### src/rtl/dac_seg_if.sv
// Code-side handshake and driver-side control bundle of the segmented DAC encoder.
// The master side drives power requests and codes; the slave side drives the driver_cell controls.
interface dac_seg_if #(
    parameter int unsigned CODE_W  = 12,
    parameter int unsigned N_BIN   = 7,
    parameter int unsigned N_THERM = 17
);
    logic               en;
    logic [CODE_W-1:0]  code_in;
    logic               code_valid;
    logic               code_ready;
    logic [N_BIN-1:0]   datain;
    logic [N_BIN-1:0]   datainb;
    logic [N_THERM-1:0] datatherm;
    logic [N_THERM-1:0] datathermb;
    logic               pdb;
    logic               active;
    logic               sat_flag;

    modport master (
        output en,
        output code_in,
        output code_valid,
        input  code_ready,
        input  datain,
        input  datainb,
        input  datatherm,
        input  datathermb,
        input  pdb,
        input  active,
        input  sat_flag
    );

    modport slave (
        input  en,
        input  code_in,
        input  code_valid,
        output code_ready,
        output datain,
        output datainb,
        output datatherm,
        output datathermb,
        output pdb,
        output active,
        output sat_flag
    );
endinterface

### src/rtl/dac_seg_encoder.sv
// Segmented DAC front end: sequences driver power-up/down and turns accepted sample codes into
// binary LSB and thermometer MSB control words through a two-stage pipeline.
module dac_seg_encoder #(
    parameter int unsigned N_BIN       = 7,
    parameter int unsigned N_THERM     = 17,
    parameter int unsigned CODE_W      = 12,
    parameter int unsigned WAKE_CYCLES = 16
) (
    input logic      clk,
    input logic      rst,
    dac_seg_if.slave bus
);

    localparam int unsigned MSB_W    = CODE_W - N_BIN;
    localparam int unsigned CODE_MAX = N_THERM * (2 ** N_BIN) + (2 ** N_BIN) - 1;
    localparam int unsigned WCNT_W   = $clog2(WAKE_CYCLES + 1);
    localparam logic [CODE_W-1:0] CODE_MAX_W = CODE_W'(CODE_MAX);
    localparam logic [WCNT_W-1:0] WAKE_LAST  = WCNT_W'(WAKE_CYCLES - 1);

    typedef enum logic [1:0] {StOff, StWake, StActive, StDrain} state_e;

    state_e             state_q;
    logic [WCNT_W-1:0]  wake_cnt_q;

    logic               code_ready_q;
    logic               active_q;
    logic               pdb_q;
    logic               sat_flag_q;
    logic [N_BIN-1:0]   datain_q;
    logic [N_BIN-1:0]   datainb_q;
    logic [N_THERM-1:0] datatherm_q;
    logic [N_THERM-1:0] datathermb_q;

    // Stage 0 holds the raw accepted code, stage 1 the saturated msb/lsb split.
    logic               s0_valid_q;
    logic [CODE_W-1:0]  s0_code_q;
    logic               s1_valid_q;
    logic [MSB_W-1:0]   s1_msb_q;
    logic [N_BIN-1:0]   s1_lsb_q;
    logic               s1_sat_q;

    logic               transfer;
    logic               s0_sat;
    logic [CODE_W-1:0]  s0_code_sat;
    logic [N_THERM-1:0] therm_next;
    logic               pipe_empty;

    assign transfer   = bus.code_valid & code_ready_q;
    assign pipe_empty = ~s0_valid_q & ~s1_valid_q;

    always_comb begin
        s0_sat      = (s0_code_q > CODE_MAX_W);
        s0_code_sat = s0_sat ? CODE_MAX_W : s0_code_q;
    end

    always_comb begin
        therm_next = '0;
        for (int unsigned k = 0; k < N_THERM; k++) begin
            therm_next[k] = (k < 32'(s1_msb_q));
        end
    end

    always_ff @(posedge clk) begin
        if (rst) begin
            s0_valid_q <= 1'b0;
            s0_code_q  <= '0;
            s1_valid_q <= 1'b0;
            s1_msb_q   <= '0;
            s1_lsb_q   <= '0;
            s1_sat_q   <= 1'b0;
        end else begin
            s0_valid_q <= transfer;
            if (transfer) begin
                s0_code_q <= bus.code_in;
            end
            s1_valid_q <= s0_valid_q;
            if (s0_valid_q) begin
                s1_msb_q <= s0_code_sat[CODE_W-1:N_BIN];
                s1_lsb_q <= s0_code_sat[N_BIN-1:0];
                s1_sat_q <= s0_sat;
            end
        end
    end

    always_ff @(posedge clk) begin
        if (rst) begin
            state_q      <= StOff;
            wake_cnt_q   <= '0;
            code_ready_q <= 1'b0;
            active_q     <= 1'b0;
            pdb_q        <= 1'b0;
            sat_flag_q   <= 1'b0;
            datain_q     <= '0;
            datainb_q    <= '0;
            datatherm_q  <= '0;
            datathermb_q <= '0;
        end else begin
            sat_flag_q <= 1'b0;
            // Outputs hold between emissions; only a stage-1 word refreshes them.
            if (s1_valid_q && (state_q == StActive || state_q == StDrain)) begin
                datain_q     <= s1_lsb_q;
                datainb_q    <= ~s1_lsb_q;
                datatherm_q  <= therm_next;
                datathermb_q <= ~therm_next;
                sat_flag_q   <= s1_sat_q;
            end
            unique case (state_q)
                StOff: begin
                    if (bus.en) begin
                        state_q      <= StWake;
                        wake_cnt_q   <= '0;
                        pdb_q        <= 1'b1;
                        datain_q     <= '0;
                        datainb_q    <= '1;
                        datatherm_q  <= '0;
                        datathermb_q <= '1;
                    end
                end
                StWake: begin
                    if (!bus.en) begin
                        state_q      <= StOff;
                        pdb_q        <= 1'b0;
                        datain_q     <= '0;
                        datainb_q    <= '0;
                        datatherm_q  <= '0;
                        datathermb_q <= '0;
                    end else if (wake_cnt_q == WAKE_LAST) begin
                        state_q      <= StActive;
                        code_ready_q <= 1'b1;
                        active_q     <= 1'b1;
                    end else begin
                        wake_cnt_q <= wake_cnt_q + 1'b1;
                    end
                end
                StActive: begin
                    if (!bus.en) begin
                        state_q      <= StDrain;
                        code_ready_q <= 1'b0;
                        active_q     <= 1'b0;
                    end
                end
                StDrain: begin
                    // Leave only once the last in-flight word has been on the outputs a cycle.
                    if (pipe_empty) begin
                        state_q      <= StOff;
                        pdb_q        <= 1'b0;
                        datain_q     <= '0;
                        datainb_q    <= '0;
                        datatherm_q  <= '0;
                        datathermb_q <= '0;
                    end
                end
                default: state_q <= StOff;
            endcase
        end
    end

    assign bus.code_ready = code_ready_q;
    assign bus.active     = active_q;
    assign bus.pdb        = pdb_q;
    assign bus.sat_flag   = sat_flag_q;
    assign bus.datain     = datain_q;
    assign bus.datainb    = datainb_q;
    assign bus.datatherm  = datatherm_q;
    assign bus.datathermb = datathermb_q;

    a_complements: assert property (@(posedge clk) disable iff (rst)
        pdb_q |-> (datainb_q == ~datain_q) && (datathermb_q == ~datatherm_q));
    a_thermometric: assert property (@(posedge clk) disable iff (rst)
        (datatherm_q & (datatherm_q + N_THERM'(1))) == '0);
    a_ready_only_active: assert property (@(posedge clk) disable iff (rst)
        code_ready_q |-> (state_q == StActive));

endmodule

### src/flat_wrapper.sv
// flat-port wrapper written by rule: the top's interface ports become plain ports
module dac_seg_encoder_flat 
#(
    parameter int unsigned N_BIN       = 7,
    parameter int unsigned N_THERM     = 17,
    parameter int unsigned CODE_W      = 12,
    parameter int unsigned WAKE_CYCLES = 16
)
  (clk, rst, bus_en, bus_code_in, bus_code_valid, bus_code_ready, bus_datain, bus_datainb, bus_datatherm, bus_datathermb, bus_pdb, bus_active, bus_sat_flag);
  dac_seg_if #(.CODE_W(CODE_W), .N_BIN(N_BIN), .N_THERM(N_THERM)) bus_i ();
  input logic clk;
  input logic rst;
  input wire logic [$bits(bus_i.en)-1:0] bus_en;
  input wire logic [$bits(bus_i.code_in)-1:0] bus_code_in;
  input wire logic [$bits(bus_i.code_valid)-1:0] bus_code_valid;
  output wire logic [$bits(bus_i.code_ready)-1:0] bus_code_ready;
  output wire logic [$bits(bus_i.datain)-1:0] bus_datain;
  output wire logic [$bits(bus_i.datainb)-1:0] bus_datainb;
  output wire logic [$bits(bus_i.datatherm)-1:0] bus_datatherm;
  output wire logic [$bits(bus_i.datathermb)-1:0] bus_datathermb;
  output wire logic [$bits(bus_i.pdb)-1:0] bus_pdb;
  output wire logic [$bits(bus_i.active)-1:0] bus_active;
  output wire logic [$bits(bus_i.sat_flag)-1:0] bus_sat_flag;
  assign bus_i.en = bus_en;
  assign bus_i.code_in = bus_code_in;
  assign bus_i.code_valid = bus_code_valid;
  assign bus_code_ready = bus_i.code_ready;
  assign bus_datain = bus_i.datain;
  assign bus_datainb = bus_i.datainb;
  assign bus_datatherm = bus_i.datatherm;
  assign bus_datathermb = bus_i.datathermb;
  assign bus_pdb = bus_i.pdb;
  assign bus_active = bus_i.active;
  assign bus_sat_flag = bus_i.sat_flag;
  dac_seg_encoder #(.N_BIN(N_BIN), .N_THERM(N_THERM), .CODE_W(CODE_W), .WAKE_CYCLES(WAKE_CYCLES)) u_core (.clk(clk), .rst(rst), .bus(bus_i));
endmodule
### config.mk
export PLATFORM = sky130hd
export DESIGN_NAME = dac_seg_encoder_flat
export DESIGN_NICKNAME = d
export VERILOG_FILES = /design/src/rtl/dac_seg_if.sv /design/src/rtl/dac_seg_encoder.sv /design/src/flat_wrapper.sv
export SDC_FILE = /design/constraint.sdc
export NUM_CORES = 1
export LEC_CHECK = 0
export ABC_AREA = 1
export BUFFER_PORTS_ARGS = -buffer_cell sky130_fd_sc_hd__clkbuf_2
export CORE_MARGIN = 2
export CORE_UTILIZATION = 58
export DETAILED_ROUTE_END_ITERATION = 6
export GPL_ROUTABILITY_DRIVEN = 0
export HOLD_SLACK_MARGIN = 0.12
export PLACE_DENSITY = 0.84
export REMOVE_ABC_BUFFERS = 1
export SLEW_MARGIN = 10
export SYNTH_ARGS = -nofsm -noshare
export SYNTH_HDL_FRONTEND = slang
export SYNTH_SLANG_ARGS = --single-unit
### constraint.sdc
create_clock -name clk -period 2.9 [get_ports clk]
set_input_delay 0.435 -clock clk [delete_from_list [all_inputs] [get_ports clk]]
set_output_delay 0.435 -clock clk [all_outputs]
set_load 0.02 [all_outputs]
Word-level counts from Yosys, hierarchy flattened
Cells that the tools add are included.
{ "word_totals": {"reg_bits": 85, "inputBits": 16, "out_inout_bits": 52, "word_cells": 102} }
{ "op_classes": {"addsub": 1, "order_cmp": 18, "eq_ne": 12, "muxes": 38, "bitwise": 7, "reduce_logical": 11} }
{ "ops": {"columns": ["cell", "count"], "rows": [
  ["$mux 17", 8],
  ["$pmux 17 s3", 2],
  ["$mux 7", 8],
  ["$pmux 7 s3", 2],
  ["$lt 4x5->1 const A", 8],
  ["$lt 3x5->1 const A", 4],
  ["$not 17->17", 1],
  ["$reduce_and 4->1", 4],
  ["$mux 5", 3],
  ["$gt 12x12->1 const B", 1],
  ["$mux 12", 1],
  ["$lt 1x5->1 const A", 2],
  ["$lt 2x5->1 const A", 2],
  ["$mux 2", 5],
  ["$ne 2x2->1 const B", 5],
  ["$pmux 5 s2", 1],
  ["$pmux 2 s4", 1],
  ["$not 7->7", 1],
  ["$add 5x1->5 const B", 1],
  ["$eq 5x4->1 const B", 1],
  ["$lt 5x5->1 const A", 1],
  ["$mux 1", 5],
  ["$eq 2x2->1 const B", 2],
  ["$ne 2x1->1 const B", 2],
  ["other kinds (12)", 16]
]} }

Longest topological paths before layout
Gate-level depths: netlist (run 1).
{ "depth": {"word_depth": 6, "depth_mapped": 10} }

Least setup slack after synthesis (run 1)
No wires, ideal clock.
{ "synth_timing": {"kind": "reg2reg", "from": "register u_core.wake_cnt_q[0]", "to": "register u_core.wake_cnt_q[2]", "t_arrival_ns": 1.359, "t_required_ns": 2.787, "setup_slack_ns": 1.428, "path_stages_with_launch": 10, "n_path_buf": 0, "synth_period_minus_slack_ns": 1.472, "cell_sequence": "dfxtp_1 ha_1 and3_1 ha_1 nand2_1 nand2_1 inv_1 nand2_1 nor2_1 nor2_1"} }
{ "synth_via": {"elab_chain_len": 4} }
{ "synth_rtl": {"columns": ["item", "line", "text"], "rows": [
  ["from (decl)", "dac_seg_encoder.sv:23", "logic [WCNT_W-1:0] wake_cnt_q;"],
  ["from (signal assigned)", "dac_seg_encoder.sv:132", "wake_cnt_q <= wake_cnt_q + 1'b1;"],
  ["$add 5x1->5", "dac_seg_encoder.sv:132", null],
  ["$mux 5", "dac_seg_encoder.sv:127", "end else if (wake_cnt_q == WAKE_LAST) begin"],
  ["$mux 5", "dac_seg_encoder.sv:120", "if (!bus.en) begin"],
  ["$pmux 5 s2", "dac_seg_encoder.sv:107", "unique case (state_q)"]
]} }
Several ways; a longest one is shown, not always the timed one. The select of a mux whose other input is x is not followed.
A chain may end at the register's enable or synchronous reset.

==> results of run 1 <==
cells by family (layout without fill, tap and decap cells):
group	after synthesis	after routing	synth area share (%)
adder cells (fa/ha/maj)	2	2	0.755
AO/OA/AOI/OAI	96	96	15.0
buffers and inverters	58	122	7.82
flip-flops	85	85	51.4
AND/OR/NAND/NOR	201	201	24.8
multiplexers	1	1	0.302
where the power goes:
group	internal, mW	switching [mW]	total [mW]
sequential	1.20	0.0212	1.22
combinational	0.0682	0.138	0.206
clock	0.411	0.448	0.860
metal layers:
| metal | part of all wire [%] | wire length [µm] | vias up | GRT usage [%] |
|---|---|---|---|---|
| met5 | 0 | 0 | - | 0 |
| met4 | 1.9 | 139 | 0 | 9.31 |
| met3 | 5.1 | 367 | 15 | 4.52 |
| met2 | 48 | 3420 | 92 | 40.1 |
| met1 | 45 | 3250 | 1366 | 29.6 |
| li1 | - | - | 1528 | - |
placed cells by master, fill, tap and decap left out, drive strengths merged:
cell type  synthesis  routed
buf               15       1
and3               1       1
nand4              2       2
mux2i              1       1
nor3               1       1
nor2              87      87
o22ai              3       3
ha                 2       2
clkbuf             5      76
nand3             14      14
o21ai             48      48
dfxtp             85      85
or2                3       3
bufinv             0       1
inv               37      41
clkinvlp           0       1
a21oi             45      45
nand2             93      93
clkinv             1       2
metrics by stage:
step                std cells  setup slack, ns
global placement          563             1.00
global route              579            0.732
finish                    579            0.885
floorplan                 423             1.39
CTS                       579            0.889
detailed placement        563            0.927
area by class of cell:
class | instances | area share (%)
Sequential cell | 85 | 44.4
Multi-Input combinational cell | 300 | 35.3
Timing Repair Buffer | 68 | 8.95
Inverter | 38 | 3.72
Clock buffer | 9 | 3.23
Tap cell | 72 | 2.35
Clock inverter | 7 | 2.09
state kept, by name, indices dropped and copies added (netlist names), 5 cells and up, named ones only:
register / cells
u_core.wake_cnt_q: 5
u_core.s0_code_q: 12
u_core.bus.datatherm: 17
u_core.bus.datathermb: 17
u_core.bus.datainb: 7
u_core.bus.datain: 7
u_core.s1_msb_q: 5
u_core.s1_lsb_q: 7
final timing paths:
check | to | slack [ns] | depth (start not counted) | from
worst max-delay path | u_core.bus.datatherm[3]$_SDFF_PP0_ | 0.89 | 5 | register
worst min-delay path | u_core.s0_code_q[2]$_SDFFE_PP0P_ | 0.32 | 3 | bus_code_in[2]
worst max register to register | u_core.bus.datatherm[3]$_SDFF_PP0_ | 0.89 | 5 | register
worst min register to register | u_core.bus.sat_flag$_SDFF_PP0_ | 0.47 | 2 | u_core.s1_sat_q$_SDFFE_PP0P_
worst reg2reg max path: stages, from the launching register on:
cell and delay, ns:
dfxtp_1 0.46, nand2_2 0.43, inv_2 0.55, nand2_1 0.21, o22ai_1 0.17, nor2_1 0.07
==> results.json, run 1 <==
{
  "crit_type": "register to register",
  "status": "finished, final reports clean",
  "p_total_mw": 2.29,
  "max_freq_mhz": 496,
  "fin_setup_tns_ns": 0,
  "firstDrtPassIters": 5,
  "postLayoutCoreUtil_pct": 69.6,
  "setup_viol": 0,
  "cts_tree": "yes",
  "post-cts-setup-buffers": 0,
  "grt_pass1_wl_um": 11800,
  "period_needed_ns": 2.01,
  "slew_headroom_pct": 49.2,
  "syn_area_um2": 3310,
  "clk_pin_slew_ns": 0.09,
  "cts_resized": 0,
  "first_global_vias": 2677,
  "startpoint_type": "register",
  "core.rowCount": 27,
  "n_antenna_cell": 0,
  "drc_errors": 0,
  "dieHeight_um": 79.6,
  "required_ns": 3.13,
  "drtIter0Drc": 240,
  "cp_top_family": "simple AND/OR/NAND/NOR gates",
  "fin_nets": 520,
  "synth_top_cells_by_count": "nand2_1 (91), dfxtp_1 (85), nor2_1 (84)",
  "cts_num_sinks": 85,
  "yosys-top-cells-area": "dfxtp_1 (51%), nand2_1 (10%), nor2_1 (9.5%)",
  "initial_core_util_pct": 60.1,
  "routed_wl_um": 7180,
  "viasPerCell": 5.18,
  "slew_viol_final": 0,
  "die_x_um": 79.6,
  "multi_input_area_um2": 1350,
  "max_slew.worst_pin.slew_ns": 0.760,
  "hpwl_um": 4870,
  "slowest_delay_ns": 0.55,
  "power.density_nw_per_um2": 598,
  "num_io_pins": 68,
  "port_buffers": 67,
  "num-fill-cells": 463,
  "seq_area_um2": 1700,
  "crit_arrival_ns": 2.25,
  "yosys_warnings": 0,
  "die_area_um2": 6330,
  "drive_gt1_share_pct": 19.7,
  "crit_path_max_fanout": 33,
  "gr-usage-all-layers_pct": 23.6,
  "avgSynthCellArea_um2": 7.48,
  "crit_buf_inv": 1,
  "grt_setup_unrepaired": "no",
  "finalClockSkew_ns": 0.0117,
  "async_flop_share_pct": 0,
  "critical_path.cell_chain": "nand2_2, inv_2, nand2_1, o22ai_1, nor2_1",
  "numCtsBuffers": 9,
  "grt_max_degree": 34,
  "p_leak_nw": 1.78,
  "area_delta_synth_final_pct": 15.7,
  "ys_types": 27,
  "cap_viol_max_count": 0,
  "worstSkewPairLatency_ns": 0.36,
  "cts_root_buffer": "clkbuf_8",
  "design_area_um2": 3830,
  "min_path_type": "input port to register",
  "ys_seq_area_share_pct": 51.4,
  "synth-edff-count": 0,
  "coreArea_um2": 5510,
  "antenna_found_initial": 0,
  "cp-end-kind": "register",
  "cts_buffer_depth": 2,
  "cp_slowest_cell": "inv_2",
  "synth.most_common_cell": "nand2_1",
  "wire_per_inst_um": 12.4,
  "ys_seq_elements": 85,
  "synthFlopType": "dfxtp_1",
  "cts_max_level": 3,
  "synthCells": 443,
  "min_period_over_period_pct": 69.5,
  "gr-total-overflow": 0,
  "peakVddDrop_mv": 0.268,
  "finalHoldViolCount": 0,
  "synth_top_area_share_pct": 51.4,
  "vias": 3001,
  "fin_hold_ws_ns": 0.319,
  "cts_hold_buf": 0,
  "postPlaceCellArea_um2": 3630,
  "postRouteAntennaNets": 0,
  "synth_area_leader_cell": "dfxtp_1"
}
(Power assumes the default switching activity.)
==> run 2, diff against run 1 <==
--- a/config.mk
+++ b/config.mk
@@ -8,11 +8,11 @@
 export ABC_AREA = 1
 export BUFFER_PORTS_ARGS = -buffer_cell sky130_fd_sc_hd__clkbuf_2
 export CORE_MARGIN = 2
-export CORE_UTILIZATION = 58
+export CORE_UTILIZATION = 54
 export DETAILED_ROUTE_END_ITERATION = 6
 export GPL_ROUTABILITY_DRIVEN = 0
 export HOLD_SLACK_MARGIN = 0.12
-export PLACE_DENSITY = 0.84
+export PLACE_DENSITY = 0.79
 export REMOVE_ABC_BUFFERS = 1
 export SLEW_MARGIN = 10
 export SYNTH_ARGS = -nofsm -noshare
==> constraint.sdc (replaced) <==
create_clock -name clk -period 2 [get_ports clk]
set_input_delay 0.3 -clock clk [delete_from_list [all_inputs] [get_ports clk]]
set_output_delay 0.3 -clock clk [all_outputs]
set_load 0.02 [all_outputs]
==> run 2 against run 1 <==
Hold slack lost 0.13 ns. Global-route usage shrank 0.91 points. Clock-buffer cell count grew 1. Die area grew 7.0%. Sequential power grew 46%. Routed wire length grew 2.0%. Critical path depth grew 1. Design area grew 1.7%. Sequential cell count is the same. First-iteration DRC count shrank 20%. Utilization shrank 3.8 points. Critical path type unchanged.
==> results.json, run 2 (synthesis results as in run 1) <==
{
  "crit_type": "register to register",
  "finalClockSkew_ns": 0.00979,
  "firstDrtPassIters": 5,
  "crit_path_max_fanout": 22,
  "reg2reg_to": "u_core.bus.datatherm[9]$_SDFF_PP0_",
  "area_delta_synth_final_pct": 17.7,
  "drive_gt1_share_pct": 20.0,
  "hp-start": "bus_code_in[2]",
  "n_antenna_cell": 0,
  "slew_viol_final": 0,
  "vias": 3028,
  "initial_core_util_pct": 55.9,
  "path_common_cell": "o21ai_0",
  "crit_arrival_ns": 1.86,
  "cts_max_level": 3,
  "cp_top_family": "flip-flops",
  "rr_worst_depth": 6,
  "viasPerCell": 5.18,
  "min_path_type": "input port to register",
  "die_x_um": 82.3,
  "first_global_vias": 2650,
  "p_leak_nw": 1.81,
  "drc_errors": 0,
  "hpwl_um": 5100,
  "slowest_delay_ns": 0.46,
  "cts_resized": 0,
  "cp-end-kind": "register",
  "cts_buffer_depth": 2,
  "fin_setup_tns_ns": 0,
  "status": "finished, final reports clean",
  "gr-total-overflow": 0,
  "grt_max_degree": 34,
  "setup_viol": 0,
  "wire_per_inst_um": 12.5,
  "p_total_mw": 3.52,
  "peakVddDrop_mv": 0.562,
  "antenna_found_initial": 0,
  "coreArea_um2": 5920,
  "cts_num_sinks": 85,
  "dieHeight_um": 82.3,
  "startpoint_type": "register",
  "fin_hold_ws_ns": 0.188,
  "critical_path.cell_chain": "nand2_2, buf_4, nor2_4, o21ai_0, o21ai_0, nor2_1",
  "final_common_cell": "nand2_1",
  "crit_buf_inv": 1,
  "layout_common_cells": "nand2_1 (91), dfxtp_1 (85), nor2_1 (84)",
  "core.rowCount": 28,
  "cts_root_buffer": "clkbuf_8",
  "max_slew.worst_pin.slew_ns": 0.487,
  "grt_setup_unrepaired": "no",
  "worstHoldEndpoint": "u_core.s0_code_q[2]$_SDFFE_PP0P_",
  "r2r_setup_slack_ns": 0.38,
  "clk_pin_slew_ns": 0.08,
  "postRouteAntennaNets": 0,
  "power.density_nw_per_um2": 903,
  "num_io_pins": 68,
  "cp_slowest_cell": "dfxtp_1",
  "slew_headroom_pct": 67.4,
  "drtIter0Drc": 193,
  "port_buffers": 67,
  "finalHoldViolCount": 0,
  "numCtsBuffers": 9,
  "fin_nets": 524,
  "worstSkewPairLatency_ns": 0.36,
  "cts_tree": "yes",
  "min_period_over_period_pct": 81.1,
  "min_path_cells": 3,
  "gr-usage-all-layers_pct": 22.7,
  "period_needed_ns": 1.62,
  "grt_pass1_wl_um": 11800,
  "routed_wl_um": 7330,
  "die_area_um2": 6780,
  "max_freq_mhz": 617,
  "required_ns": 2.24,
  "cap_viol_max_count": 0,
  "cts_hold_buf": 0,
  "post-cts-setup-buffers": 0
}
run 2: cell count changes in the layout (fill, tap and decap cells not counted), sizes merged:
cell	delta
inv	-4
bufinv	+2
clkinv	-1
buf	+4
clkbuf	+1
run 2: routing by layer:
metal  GRT usage, %  vias to the layer above  routed length, µm
met5              0                        -                  0
met4           11.2                        0                156
met3           3.48                       13                355
met2           37.9                       88               3590
met1           28.6                     1388               3220
li1               -                     1539                  -
run 2: where the power goes:
part           total [mW]  leakage [nW]  internal [mW]  switching (mW)
combinational       0.303          1.01          0.103           0.200
clock                1.44         0.114          0.850           0.591
sequential           1.78         0.692           1.74          0.0310
run 2: layout make-up:
class	count	area, µm²
Fill cell	514	2020
Clock buffer	10	138
Clock inverter	4	97.6
Tap cell	75	93.8
Timing Repair Buffer	72	373
Inverter	38	143
Sequential cell	85	1700
Multi-Input combinational cell	300	1350
run 2: worst min-delay path, cell delays in order:
cell and delay (ns):
clkbuf_2 0.07, o21ai_0 0.07, nor2_1 0.07
run 2: how the worst max path moves through the flow:
stage	from	to	slack, ns	depth (start not counted)
3_3_place_gp	u_core.wake_cnt_q[0]$_SDFFE_PP0P_	u_core.wake_cnt_q[2]$_SDFFE_PP0P_	0.45	9
4_1_cts	register	u_core.bus.datatherm[10]$_SDFF_PP0_	0.39	6
2_1_floorplan	register	u_core.bus.datatherm[3]$_SDFF_PP0_	0.49	5
6_report	register	u_core.bus.datatherm[9]$_SDFF_PP0_	0.38	6
5_1_grt	u_core.wake_cnt_q[0]$_SDFFE_PP0P_	u_core.wake_cnt_q[2]$_SDFFE_PP0P_	0.23	10
3_5_place_dp	register	u_core.bus.datatherm[10]$_SDFF_PP0_	0.40	6
run 2: per-stage QoR:
step | area (µm²) | utilization (%) | instances | setup WS, ns
floorplan | 3200 | - | 423 | 0.487
global placement | 3660 | 61.9 | 570 | 0.454
detailed placement | 3660 | 61.9 | 570 | 0.403
CTS | 3900 | 65.8 | 584 | 0.390
global route | 3900 | 65.8 | 584 | 0.233
finish | 3900 | 65.8 | 584 | 0.379
